==> src/rtl/move_cmd_gen.sv <==
// Push-button front end for the 2048 move engine: sync, debounce, press arbitration, one-hot strobe + idle gap.
// Optional auto-repeat of a held direction is enabled by defining MOVE_AUTO_REPEAT_EN.
module move_cmd_gen #(
  parameter int DEBOUNCE_CYCLES = 1000000,
  parameter int CNT_W           = 20,
  parameter int PULSE_CYCLES    = 4,
  parameter int GAP_CYCLES      = 16,
  parameter int REPEAT_CYCLES   = 50000000
) (
  input  logic        clk,
  input  logic        rst,
  input  logic [3:0]  btn_raw,
  input  logic        over,
  input  logic        success,
  output logic [3:0]  btn,
  output logic        busy,
  output logic [1:0]  last_dir,
  output logic [15:0] move_count
);

  localparam logic [CNT_W-1:0] DB_LAST    = CNT_W'(DEBOUNCE_CYCLES - 1);
  localparam logic [CNT_W-1:0] PULSE_LAST = CNT_W'(PULSE_CYCLES - 1);
  localparam logic [CNT_W-1:0] GAP_LAST   = CNT_W'(GAP_CYCLES - 1);

  typedef enum logic [1:0] {IDLE, PULSE, GAP} state_t;

  logic [3:0]       sync_p0, sync_p1;
  logic [3:0]       lvl_p2, lvl_p3, press_p3;
  logic [CNT_W-1:0] db_cnt [4];

  state_t           state, state_n;
  logic [CNT_W-1:0] tmr, tmr_n;
  logic [3:0]       btn_n;
  logic [1:0]       last_dir_n;
  logic [15:0]      count_n;
  logic [1:0]       sel_idx;
  logic             sel_ok;
  logic             rep_req;
  logic [1:0]       rep_dir;

  // Stage p0/p1: two-flop synchronizer
  always_ff @(posedge clk) begin
    if (rst) begin
      sync_p0 <= '0;
      sync_p1 <= '0;
    end else begin
      sync_p0 <= btn_raw;
      sync_p1 <= sync_p0;
    end
  end

  // Stage p2: per-bit debounce; level flips after DEBOUNCE_CYCLES consecutive disagreeing samples
  always_ff @(posedge clk) begin
    if (rst) begin
      lvl_p2 <= '0;
      for (int i = 0; i < 4; i++) db_cnt[i] <= '0;
    end else begin
      for (int i = 0; i < 4; i++) begin
        if (sync_p1[i] == lvl_p2[i]) begin
          db_cnt[i] <= '0;
        end else if (db_cnt[i] == DB_LAST) begin
          lvl_p2[i] <= ~lvl_p2[i];
          db_cnt[i] <= '0;
        end else begin
          db_cnt[i] <= db_cnt[i] + 1'b1;
        end
      end
    end
  end

  // Stage p3: registered one-cycle rising edge of the debounced level
  always_ff @(posedge clk) begin
    if (rst) begin
      lvl_p3   <= '0;
      press_p3 <= '0;
    end else begin
      lvl_p3   <= lvl_p2;
      press_p3 <= lvl_p2 & ~lvl_p3;
    end
  end

`ifdef MOVE_AUTO_REPEAT_EN
  localparam logic [CNT_W-1:0] REP_LAST = CNT_W'(REPEAT_CYCLES - 2);

  logic [CNT_W-1:0] rep_cnt;
  logic             rep_on;
  logic             rep_due;
  logic             issue;

  assign issue   = (state == IDLE) && (state_n == PULSE);
  assign rep_req = rep_due;

  // Repeat timer restarts on every issued strobe; becomes due REPEAT_CYCLES edges later
  always_ff @(posedge clk) begin
    if (rst) begin
      rep_on  <= 1'b0;
      rep_due <= 1'b0;
      rep_cnt <= '0;
      rep_dir <= 2'd0;
    end else if (issue) begin
      rep_on  <= 1'b1;
      rep_due <= 1'b0;
      rep_cnt <= '0;
      rep_dir <= last_dir_n;
    end else if (rep_on && (!lvl_p2[rep_dir] || (|press_p3))) begin
      rep_on  <= 1'b0;
      rep_due <= 1'b0;
    end else if (rep_on && !rep_due) begin
      if (rep_cnt == REP_LAST) rep_due <= 1'b1;
      else                     rep_cnt <= rep_cnt + 1'b1;
    end
  end
`else
  assign rep_req = 1'b0;
  assign rep_dir = 2'd0;
`endif

  always_comb begin
    state_n    = state;
    tmr_n      = tmr;
    btn_n      = btn;
    last_dir_n = last_dir;
    count_n    = move_count;
    sel_idx    = 2'd0;
    sel_ok     = 1'b0;
    // Descending scan leaves the lowest-index (highest-priority) press selected
    for (int i = 3; i >= 0; i--) begin
      if (press_p3[i]) begin
        sel_idx = 2'(i);
        sel_ok  = 1'b1;
      end
    end
    if (!sel_ok && rep_req) begin
      sel_idx = rep_dir;
      sel_ok  = 1'b1;
    end
    case (state)
      IDLE: begin
        btn_n = 4'b0000;
        if (sel_ok && !(over || success)) begin
          state_n    = PULSE;
          tmr_n      = '0;
          btn_n      = 4'b0001 << sel_idx;
          last_dir_n = sel_idx;
          count_n    = move_count + 16'd1;
        end
      end
      PULSE: begin
        if (tmr == PULSE_LAST) begin
          state_n = GAP;
          tmr_n   = '0;
          btn_n   = 4'b0000;
        end else begin
          tmr_n = tmr + 1'b1;
        end
      end
      GAP: begin
        btn_n = 4'b0000;
        if (tmr == GAP_LAST) state_n = IDLE;
        else                 tmr_n   = tmr + 1'b1;
      end
      default: begin
        state_n = IDLE;
        btn_n   = 4'b0000;
      end
    endcase
  end

  // Stage p4: strobe outputs registered together with the state
  always_ff @(posedge clk) begin
    if (rst) begin
      state      <= IDLE;
      tmr        <= '0;
      btn        <= 4'b0000;
      busy       <= 1'b0;
      last_dir   <= 2'd0;
      move_count <= 16'd0;
    end else begin
      state      <= state_n;
      tmr        <= tmr_n;
      btn        <= btn_n;
      busy       <= (state_n != IDLE);
      last_dir   <= last_dir_n;
      move_count <= count_n;
    end
  end

endmodule

==> config.mk <==
export PLATFORM = sky130hd
export DESIGN_NAME = move_cmd_gen
export DESIGN_NICKNAME = d
export VERILOG_FILES = /design/src/rtl/move_cmd_gen.sv
export SDC_FILE = /design/constraint.sdc
export NUM_CORES = 1
export LEC_CHECK = 0
export CAP_MARGIN = 10
export CORE_ASPECT_RATIO = 2
export CORE_MARGIN = 2
export CORE_UTILIZATION = 32
export CTS_CLUSTER_DIAMETER = 30
export DETAILED_ROUTE_END_ITERATION = 12
export PLACE_DENSITY = 0.47
export SYNTH_ARGS = -nofsm -noshare
export SYNTH_HDL_FRONTEND = slang
export SYNTH_SLANG_ARGS = --single-unit
export TNS_END_PERCENT = 100
==> constraint.sdc <==
create_clock -name clk -period 2.84 [get_ports clk]
set_clock_uncertainty 0.05 [all_clocks]
set_input_delay 0.426 -clock clk [delete_from_list [all_inputs] [get_ports clk]]
set_output_delay 0.426 -clock clk [all_outputs]
set_load 0.005 [all_outputs]
Yosys cells after proc, flatten, opt, wreduce, memory -nomap -nowiden --
Memory sizes are Yosys's and may differ from the RTL's. Cells that the tools add are included.
Word-level totals: bits in registers 65, RAM bits 80, input port bits 8, output and inout port bits 23, logic and storage cells 148, memories 1
Memory list:
- db_cnt | depth 4, bits a word 20, read ports 4, clocked after memory_dff 0, wr ports 4, line 29 | logic [CNT_W-1:0] db_cnt [4];
Operators by class: add/sub/neg operators 6, equality and inequality tests 15, shift-type cells 1, multiplexer cells 77, bitwise gates (word level) 22, reductions and logical operators 12
Operators with widths (count):
- $mux W20 | 15
- $add A20 B1 Y20 const B | 5
- $eq A20 B20 Y1 const B | 4
- $pmux W20 S3 | 1
- $mux W1 | 50
- $eq A20 B2 Y1 const B | 1
- $eq A20 B4 Y1 const B | 1
- $add A16 B1 Y16 const B | 1
- $mux W2 | 7
- $or A1 B1 Y1 | 12
- $reduce_and A2 Y1 | 5
- $mux W4 | 2
- $not A1 Y1 | 8
- $pmux W4 S2 | 1
- $ne A2 B2 Y1 const B | 3
- $pmux W2 S3 | 1
- $and A4 B4 Y4 | 1
- $eq A1 B1 Y1 | 4
- $not A4 Y4 | 1
- $shl A1 B2 Y4 const A | 1
- $reduce_and A3 Y1 | 1
- $reduce_bool A3 Y1 | 1
- $eq A2 B1 Y1 const B | 1
- $eq A2 B2 Y1 const B | 1
- 5 further kinds | 5

Longest topological paths before layout --
Gate-level depths: netlist (run 1).
depth after elaboration 8, gate-level depth with buffers 9, depth with buffers taken out 7

Worst setup path after synthesis (run 1) --
OpenSTA, ideal clock, no wires.
path kind register to register, start point register state[1], end point register tmr[6], setup time 70 ps, arrival 1990 ps, required time 2720 ps, slack 731 ps, cell stages (with the launch flop) 9, buffers on the path 1, clock period less this slack 2109 ps, path through dfxtp_1 > inv_1 > ha_1 > o21a_1 > a211oi_4 > o31ai_4 > buf_6 > or4_1 > a21oi_1
Between the ends: longest elaborated chain between the ends 3
RTL lines:
- start, declared | line 31 | state_t state, state_n;
- start signal, assigned | line 179 | state <= state_n;
- $eq A2 B2 Y1 (tied with other cells) | line 137 | case (state)
- $ne A2 B2 Y1 (no line) or $reduce_bool A3 Y1 (tied branches)
- $reduce_and A3 Y1 (no line)
- end signal, assigned | line 180 | tmr <= tmr_n;
- end, declared | line 32 | logic [CNT_W-1:0] tmr, tmr_n;
Several ways; a longest one is shown, not always the timed one. A chain may end at the register's enable or synchronous reset.

Worst setup path in the final report (run 1) --
start point register state[0], end point register tmr[13]
Same word-level chain as after synthesis.

==> results by group, run 1 <==
Floorplanning
  • Cell row count: just under 80
  • Die Outline Area: ~24000 um2
  • Die height: 215 um
  • Top-level port count: 31
  • Std-Cell Core Area: about 22000 um2
  • Starting Density: about a third
  • Chip Width: ~110 um

Yosys
  • Cell types with the largest area share after synthesis: edfxtp_1 34%, dfxtp_1 18%, nor2_1 7.3%, xnor2_1 7.0%, xor2_1 4.7%
  • Syn_area_per_cell: ~10 um2
  • Synth Register Bits: 145
  • Number of instances in the synthesized netlist: a little over 700
  • Synth warnings: 0
  • Ys flop type: edfxtp_1
  • Number of enable flip-flop cells after synthesis: 80
  • Library cell with the highest instance count after synthesis: nor2_1
  • Mapped cell area: 7130 um2
  • Count of cell types in the netlist: between 50 and 60
  • Synth top cells by count: 138 x nor2_1, 80 x edfxtp_1, 65 x dfxtp_1
  • Area leader, netlist: edfxtp_1
  • Share of synthesized area occupied by flip-flops and latches: about half
  • Fraction of synthesis flops using an asynchronous set or reset pin: 0%
  • Fraction of synthesized cell area taken by the top area cell type: 33.7%

STA
  • Max_slew headroom: between 50% and 60%
  • RSZ-0062 raised after global routing: no
  • Final-report max-slew violation count: 0
  • Fmax: roughly 430 MHz
  • Worst slew pin tran: around 660 ps
  • TNS Setup: 0 ps
  • Hold violation count in the final report: 0
  • Finish-stage setup viols: 0
  • Minimum clock period after layout: between 2000 and 2500 ps
  • Final clock period utilization by the worst path: 81.9%
  • Final worst hold slack: 334 ps

Drt
  • Post-detailed-route wirelength per cell: roughly 14 um
  • Max layer used: met4
  • Remaining antenna violation count after routing: 0
  • Avg Vias per Cell: about 4.8
  • Detailed-routing iteration count for the pre-antenna-repair pass: 4
  • WL met1: 5890 um
  • Routed wl met3: approximately 440 um
  • Routed via count: between 5000 and 6000
  • Routed met2 length: between 8000 and 9000 um
  • Total detailed-routing wirelength: between 15000 and 20000 um
  • Count of routing violations after the opening detailed-route iteration: approximately 130
  • Drc violations: 0

Power and ir drop
  • Maximum resistive drop on vdd: ~0.40 mV
  • Share of power burned in combinational logic: between 2 and 3%
  • Internal power: roughly 0.0038 W
  • Clock network power share: roughly 50%
  • Share of power burned in registers: between 40% and 50%
  • Switching Fraction: ~22%
  • Power density of the placed cells: between 500 and 600 nW/um2
  • Power, Total: between 0.004 and 0.005 W
  • Leakage power summed over all cells: 3.01 nW
  • Net switching power of the design: about 0.0011 W

Finish
  • Ant. Diodes: 0
  • Layout overhead on the synthesized area: 22.7%
  • Number of cells in the finished layout apart from fillers: between 1000 and 1500
  • Multi-input logic area: around 3500 um2
  • Final layout net count: about 870
  • Number of fillers in the final layout: ~2300
  • Area used by sequential logic in the layout: ~3700 um2
  • Share of the core filled with cells: between 30 and 40%
  • Layout cells sized above 1: 6.27%

Clocking
  • Number of buffers added for setup after CTS: 0
  • Maximum buffer depth of the clock tree: 2
  • TritonCTS buffer count: 17
  • TritonCTS clock tree: built
  • Worst-Skew Late Latency: 440 ps
  • Deepest level of the CTS H-tree: 4
  • Cells resized by post-CTS repair: 0
  • CTS clock-pin slew for the worst setup and hold paths: approximately 60 ps
  • Hold-fix buffers at CTS: 0
  • Clock tree sinks: between 100 and 150
  • Master cell of the clock root buffer: clkbuf_16

Flow run
  • Number of maximum-capacitance violations: 0

Status
  • Result of the run: finished clean

Worst setup path
  • Crit path required time: roughly 3200 ps
  • Nature of the critical path endpoint: flip-flop
  • Classification of the worst setup path: reg -> reg
  • Signal arrival time at the worst endpoint: roughly 2700 ps
  • Largest fanout of any net on the critical path: 25
  • CP Launch Type: flip-flop

Placement
  • Number of port buffers: 30
  • Routability-driven placement congestion ratio: slightly below 0.8
  • HPWL after detailed placement: between 10000 and 15000 um
  • Cell total after placement: 1105

Global routing
  • Number of antenna violations at the first check in global routing: 0
  • Vias in the first global route: 5475
  • Maximum number of pins on one net before global-route repair: 26
  • Total routing resource utilization after global routing: 14.4%
  • Overflow after GRT: 0
  • First-pass GRT wire length: 26300 um

Worst hold path
  • Class of the most critical hold timing path: reg -> reg
## power by group through the flow
stage | sequential (W) | clock [W] | combinational, W
floorplan | 0.00235 | 0 | 0.000103
global placement | 0.00237 | 0 | 0.000136
detailed placement | 0.00237 | 0 | 0.000136
CTS | 0.00232 | 0.00253 | 0.000137
global route | 0.00233 | 0.00259 | 0.000158
finish | 0.00232 | 0.00246 | 0.000137
## kinds of logic (layout without fill, tap and decap cells)
group | after synthesis | after routing | synth area share, %
multiplexers | 5 | 5 | 0.702
buffers and inverters | 39 | 99 | 2.51
other | 1 | 80 | 0.0526
AO/OA/AOI/OAI | 57 | 57 | 5.42
AND/OR/NAND/NOR | 370 | 370 | 25.9
XOR/XNOR | 95 | 95 | 11.7
adder cells (fa/ha/maj) | 10 | 10 | 1.76
flip-flops | 145 | 145 | 52.0
## registers in the layout, summed over array words and instances, names as in the netlist
register    count
btn             4
busy            1
db_cnt         80
lvl_p2          4
sync_p0         4
move_count     16
press_p3        4
last_dir        2
tmr            20
sync_p1         4
lvl_p3          4
state           2
## critical path, stage by stage (launching register included)
cell,delay [ps]
dfxtp_1,380
inv_1,80
ha_1,310
o21a_1,180
a211oi_4,270
o31ai_4,100
buf_4,220
or4_1,510
a21oi_1,150
## path summary, 6_finish.rpt
path / to / start / slack, ps / cells after the start
setup / recovery: tmr[13] / state[0] / 510 / 8
hold reg to reg: press_p3[2] / lvl_p3[2] / 330 / 1
hold / removal: press_p3[2] / lvl_p3[2] / 330 / 1
setup reg to reg: tmr[13] / state[0] / 510 / 8
## cell usage in the layout, fill, tap and decap left out, drive strengths merged, types with 10 or more instances in the layout
cell,n
clkbuf,20
nand2,47
and4,13
buf,17
o21ai,10
nand3,41
or3,10
nor2b,20
a21oi,22
xnor2,57
nor4,16
nor3,21
ha,10
nor2,138
inv,26
xor2,38
nand4,26
conb,80
dfxtp,65
and3,10
or4,12
edfxtp,80
o31ai,10
clkdlybuf4s50,29
## layer usage
metal | GRT usage (%) | up-vias
met5 | 0 | -
met4 | 7.43 | 0
met3 | 3.76 | 33
met2 | 26.4 | 60
met1 | 14.3 | 2566
li1 | - | 2743
## metrics by stage
stage,setup slack (ps),instance area [um2]
after floorplan,731,7420
after global placement,384,8100
after detailed placement,363,8100
after CTS,453,8740
after global routing,323,8740
final,514,8740
## cell type report
cell class	instances	share of cell area, %
inverter	21	0.901
tap	276	3.95
timing repair buffer	46	4.89
clock buffer	20	5.48
sequential	145	42.4
clock inverter	12	1.92
multi-input combinational	617	40.5
Note: power is estimated with default switching activity, not from simulation.
==> inputs of run 2 (changes only) <==
==> constraint.sdc (replaced) <==
create_clock -name clk -period 2.3 [get_ports clk]
set_clock_uncertainty 0.05 [all_clocks]
set_input_delay 0.345 -clock clk [delete_from_list [all_inputs] [get_ports clk]]
set_output_delay 0.345 -clock clk [all_outputs]
set_load 0.005 [all_outputs]
==> results by group, run 2 (same netlist as run 1, synthesis figures left out) <==
Clocking
  • Deepest level of the CTS H-tree: 4
  • Master cell of the clock root buffer: clkbuf_16
  • Worst-Skew Late Latency: between 400 and 500 ps
  • Maximum buffer depth of the clock tree: 2
  • TritonCTS buffer count: 17
  • Clock tree sinks: 145
  • CTS clock-pin slew for the worst setup and hold paths: roughly 60 ps
  • TritonCTS clock tree: built
  • Hold-fix buffers at CTS: 0

Drt
  • Total detailed-routing wirelength: 15800 um
  • Count of routing violations after the opening detailed-route iteration: slightly below 200
  • Remaining antenna violation count after routing: 0
  • Avg Vias per Cell: 4.64
  • Detailed-routing iteration count for the pre-antenna-repair pass: 5
  • Post-detailed-route wirelength per cell: around 13 um
  • Drc violations: 0
  • Routed via count: between 5000 and 6000

Placement
  • Number of port buffers: 30
  • HPWL after detailed placement: between 10000 and 15000 um
  • Placed Instance Area: roughly 8400 um2
  • Routability-driven placement congestion ratio: between 0.7 and 0.8

Worst setup path
  • Crit path required time: 2620 ps
  • Signal arrival time at the worst endpoint: 2470 ps
  • Largest fanout of any net on the critical path: 8
  • Slowest cell on crit path: or4_1
  • Gate family responsible for the most delay along the worst path: compound AO/OA/AOI/OAI gates
  • Nature of the critical path endpoint: flip-flop
  • Largest stage delay on the critical path: 500 ps
  • CP Launch Type: flip-flop
  • Classification of the worst setup path: reg -> reg
  • Worst Path Buf+Inv: 2
  • CP cell instances: inv_1 -> ha_2 -> o21a_1 -> a211oi_4 -> o31ai_4 -> buf_4 -> or4_1 -> a21oi_1

STA
  • Max_slew headroom: about 55%
  • RSZ-0062 raised after global routing: no
  • Hold violation count in the final report: 0
  • Minimum clock period after layout: roughly 2100 ps
  • Fmax: between 400 and 500 MHz
  • Final-report max-slew violation count: 0
  • Finish-stage setup viols: 0
  • Worst slew pin tran: around 660 ps
  • Final clock period utilization by the worst path: just over 90%

Power and ir drop
  • Power, Total: 0.00580 W
  • Internal power: around 0.0045 W
  • Leakage power summed over all cells: 3.20 nW
  • Net switching power of the design: 0.00130 W
  • Clock network power share: 47.3%
  • Switching Fraction: around 22%
  • Share of power burned in combinational logic: under 10%
  • Maximum resistive drop on vdd: 0.391 mV
  • Share of power burned in registers: about half
  • Power density of the placed cells: 641 nW/um2

Finish
  • Most frequent cells in the layout: 138 x nor2_1, 80 x edfxtp_1, 80 x conb_1
  • Ant. Diodes: 0
  • Multi-input logic area: between 3000 and 4000 um2
  • Most frequent standard cell in the layout excluding fill and tap cells: nor2_1
  • Area used by sequential logic in the layout: between 3000 and 4000 um2
  • Final design area excluding fillers: 9040 um2
  • Share of the core filled with cells: 41.1%
  • Final layout net count: ~900
  • Register containing the most flip-flops in the final layout: db_cnt
  • Number of fillers in the final layout: 2240
  • Layout cells sized above 1: between 10% and 20%
  • Number of flip-flops under the largest register name: 80
  • Layout overhead on the synthesized area: 26.8%
  • Largest regs: db_cnt x80, tmr x20, move_count x16

Global routing
  • Number of antenna violations at the first check in global routing: 0
  • First-pass GRT wire length: between 20000 and 30000 um
  • Maximum number of pins on one net before global-route repair: 22
  • Overflow after GRT: 0
  • Total routing resource utilization after global routing: about 15%
  • Vias in the first global route: around 5600

Flow run
  • Number of maximum-capacitance violations: 0

Floorplanning
  • Die Outline Area: about 24000 um2
  • Std-Cell Core Area: between 20000 and 25000 um2
  • Cell row count: a little under 80
  • Starting Density: between 30% and 40%
  • Die height: around 220 um
  • Top-level port count: 31
  • Chip Width: between 100 and 150 um

Worst hold path
  • Class of the most critical hold timing path: in -> reg

Status
  • Result of the run: finished clean
[run 2: cell count changes in the layout (fill, tap and decap cells not counted), moves of 2 or more]
cell and change:
buf_12 +4, buf_4 +35, bufinv_16 -2, clkbuf_8 +2, clkinv_2 +2, clkinv_4 -3, clkinvlp_4 +2, inv_4 +2
nor4_1 -2, nor4_2 +2
[run 2: layer usage]
| layer | vias up | wire (um) | global-route usage [%] |
|---|---|---|---|
| li1 | 2819 | - | - |
| met1 | 2565 | 6080 | 14.9 |
| met2 | 45 | 9010 | 27.5 |
| met3 | 26 | 304 | 3.64 |
| met4 | 0 | 381 | 7.00 |
| met5 | - | 0 | 0 |
[run 2: what timing repair did]
item	in CTS	in global routing
gates resized for setup	0	4
endpoints found under the setup margin	9	30
pin swaps	1	0
setup buffers	2	0
[run 2: area by class of cell]
class                      instances  share of cell area (%)
sequential                       145                    41.0
multi-input combinational        617                    39.4
timing repair buffer              85                    8.53
clock buffer                      21                    5.33
tap                              276                    3.82
clock inverter                    11                    1.09
inverter                          21                   0.872
[run 2: per-stage QoR]
step / hold slack, ps / worst slack, ps / std cells / TNS (ps)
4_1_cts: 278 / 4.64 / 1176 / 0
2_1_floorplan: 317 / 191 / 801 / 0
3_5_place_dp: 325 / -142 / 1142 / -799
5_1_grt: 272 / 5.14 / 1176 / 0
6_report: 276 / 150 / 1176 / 0
3_3_place_gp: 320 / -164 / 1142 / -880
[run 2: path summary, 6_finish.rpt]
check | from | end | slack [ps] | cells past startpoint
hold reg to reg | lvl_p3[2] | press_p3[2] | 330 | 1
setup / recovery | state[0] | tmr[13] | 150 | 8
setup reg to reg | state[0] | tmr[13] | 150 | 8
hold / removal | rst | lvl_p2[0] | 280 | 2
[run 2: power groups by stage]
stage | combinational [W] | clock (W) | sequential, W
after global placement | 0.000189 | 0 | 0.00292
after global routing | 0.000218 | 0.00294 | 0.00287
final | 0.000189 | 0.00274 | 0.00286
after CTS | 0.000189 | 0.00284 | 0.00286
after floorplan | 0.000128 | 0 | 0.00290
after detailed placement | 0.000188 | 0 | 0.00292
==> inputs of run 3 (changes only) <==
--- a/config.mk
+++ b/config.mk
@@ -6,7 +6,6 @@
 export NUM_CORES = 1
 export LEC_CHECK = 0
 export CAP_MARGIN = 10
-export CORE_ASPECT_RATIO = 2
 export CORE_MARGIN = 2
 export CORE_UTILIZATION = 32
 export CTS_CLUSTER_DIAMETER = 30
==> results by group, run 3 (same netlist as run 1, synthesis figures left out) <==
Placement
  • Cell total after placement: around 1100
  • Placed Instance Area: 8300 um2
  • Post-Place Worst Slack: -24.1 ps
  • Number of port buffers: 30
  • Routability-driven placement congestion ratio: 0.815
  • HPWL after detailed placement: between 10000 and 15000 um

Drt
  • Count of routing violations after the opening detailed-route iteration: roughly 310
  • Detailed-routing iteration count for the pre-antenna-repair pass: 4
  • Post-detailed-route wirelength per cell: roughly 13 um
  • Total detailed-routing wirelength: 14900 um
  • Routed via count: 5481
  • Avg Vias per Cell: between 4 and 5
  • Remaining antenna violation count after routing: 0
  • Drc violations: 0

Power and ir drop
  • Leakage power summed over all cells: ~3.1 nW
  • Share of power burned in registers: a little over 50%
  • Maximum resistive drop on vdd: 0.517 mV
  • Switching Fraction: 21.0%
  • Net switching power of the design: between 0.001 and 0.0015 W
  • Share of power burned in combinational logic: ~3.2%
  • Power, Total: approximately 0.0056 W
  • Internal power: between 0.004 and 0.005 W
  • Clock network power share: 45.7%
  • Power density of the placed cells: roughly 630 nW/um2

Global routing
  • Maximum number of pins on one net before global-route repair: 26
  • Number of antenna violations at the first check in global routing: 0
  • Total routing resource utilization after global routing: 13.1%
  • Vias in the first global route: about 5300
  • Overflow after GRT: 0
  • First-pass GRT wire length: between 20000 and 30000 um

Clocking
  • Clock tree sinks: roughly 150
  • Worst-Skew Late Latency: between 400 and 500 ps
  • Deepest level of the CTS H-tree: 4
  • TritonCTS clock tree: built
  • TritonCTS buffer count: 17
  • Maximum buffer depth of the clock tree: 2
  • CTS clock-pin slew for the worst setup and hold paths: around 60 ps
  • Master cell of the clock root buffer: clkbuf_16

Finish
  • Largest regs: db_cnt x80, tmr x20, move_count x16
  • Most frequent standard cell in the layout excluding fill and tap cells: nor2_1
  • Number of fillers in the final layout: 2133
  • Layout cells sized above 1: 9.36%
  • Final layout net count: 892
  • Ant. Diodes: 0
  • Final design area excluding fillers: ~9000 um2
  • Layout overhead on the synthesized area: 25.4%
  • Register containing the most flip-flops in the final layout: db_cnt
  • Number of flip-flops under the largest register name: 80
  • Number of cells in the finished layout apart from fillers: roughly 1200
  • Area used by sequential logic in the layout: approximately 3700 um2
  • Multi-input logic area: roughly 3600 um2
  • Most frequent cells in the layout: 138 x nor2_1, 80 x edfxtp_1, 80 x conb_1

Flow run
  • Number of maximum-capacitance violations: 0

STA
  • Final setup margin: about 140 ps
  • RSZ-0062 raised after global routing: no
  • Worst slew pin tran: 620 ps
  • Final clock period utilization by the worst path: between 90% and 100%
  • Fmax: 463 MHz
  • Minimum clock period after layout: approximately 2200 ps
  • TNS Setup: 0 ps
  • Hold violation count in the final report: 0
  • Max_slew headroom: 58.3%
  • Final-report max-slew violation count: 0
  • Finish-stage setup viols: 0

Worst setup path
  • Classification of the worst setup path: reg -> reg
  • Nature of the critical path endpoint: flip-flop
  • Crit path required time: 2600 ps
  • CP Launch Type: flip-flop
  • Largest fanout of any net on the critical path: 7
  • Reg-to-reg setup timing slack: around 140 ps
  • Signal arrival time at the worst endpoint: 2460 ps

Floorplanning
  • Std-Cell Core Area: 21800 um2
  • Die Outline Area: around 23000 um2
  • Starting Density: roughly 33%
  • Chip Width: approximately 150 um
  • Cell row count: 54
  • Top-level port count: 31
  • Die height: 153 um

Status
  • Result of the run: finished clean

Worst hold path
  • Class of the most critical hold timing path: in -> reg
==> run 3: path summary, 6_finish.rpt <==
| kind | from | to | cells after the start |
|---|---|---|---|
| max | state[0] | tmr[15] | 8 |
| min | rst | lvl_p2[1] | 2 |
| max reg2reg | state[0] | tmr[15] | 8 |
| min reg2reg | lvl_p3[2] | press_p3[2] | 1 |
==> run 3: cell type report <==
type,instances,area share [%]
multi-input cells,617,40.2
clock inverters,5,0.280
clock buffers,27,5.85
flip-flops and latches,145,41.5
repair buffers,72,7.39
inverters,21,0.882
well taps,280,3.92
==> run 3: metal layers <==
layer	global-route usage (%)	wire length, um	share of wire, %	vias up
met1	17.1	7210	49	2601
li1	-	-	-	2786
met2	21.2	6990	47	78
met3	2.92	419	2.8	16
met5	0	0	0	-
met4	5.34	239	1.6	0
==> run 3: timing repair <==
item / in CTS / in global routing
pin swaps: 1 / 3
buffers inserted: 0 / 5
hold buffers: 0 / 0
setup endpoints to repair: 1 / 31
resized for setup: 0 / 11
cloned: 0 / 0
==> run 3: through the flow <==
step | util [%] | hold WS (ps)
final | 41.0 | 331
after global routing | 41.0 | 343
after CTS | 40.5 | 318
after detailed placement | 38.0 | 327
after global placement | 38.0 | 326
after floorplan | - | 317
==> run 3: critical path: stages (launching register included) <==
cell and delay [ps]:
dfxtp_2 350, inv_1 70, ha_2 230, o21a_1 140
a211oi_4 260, o31ai_4 160, buf_4 170, or4_1 500
a21oi_1 160
==> run 3: power groups by stage <==
stage | Clock, W | Sequential, W | Combinational [W]
floorplan | 0 | 0.00290 | 0.000128
global placement | 0 | 0.00292 | 0.000176
detailed placement | 0 | 0.00292 | 0.000177
CTS | 0.00266 | 0.00287 | 0.000178
global route | 0.00277 | 0.00288 | 0.000206
finish | 0.00256 | 0.00287 | 0.000180
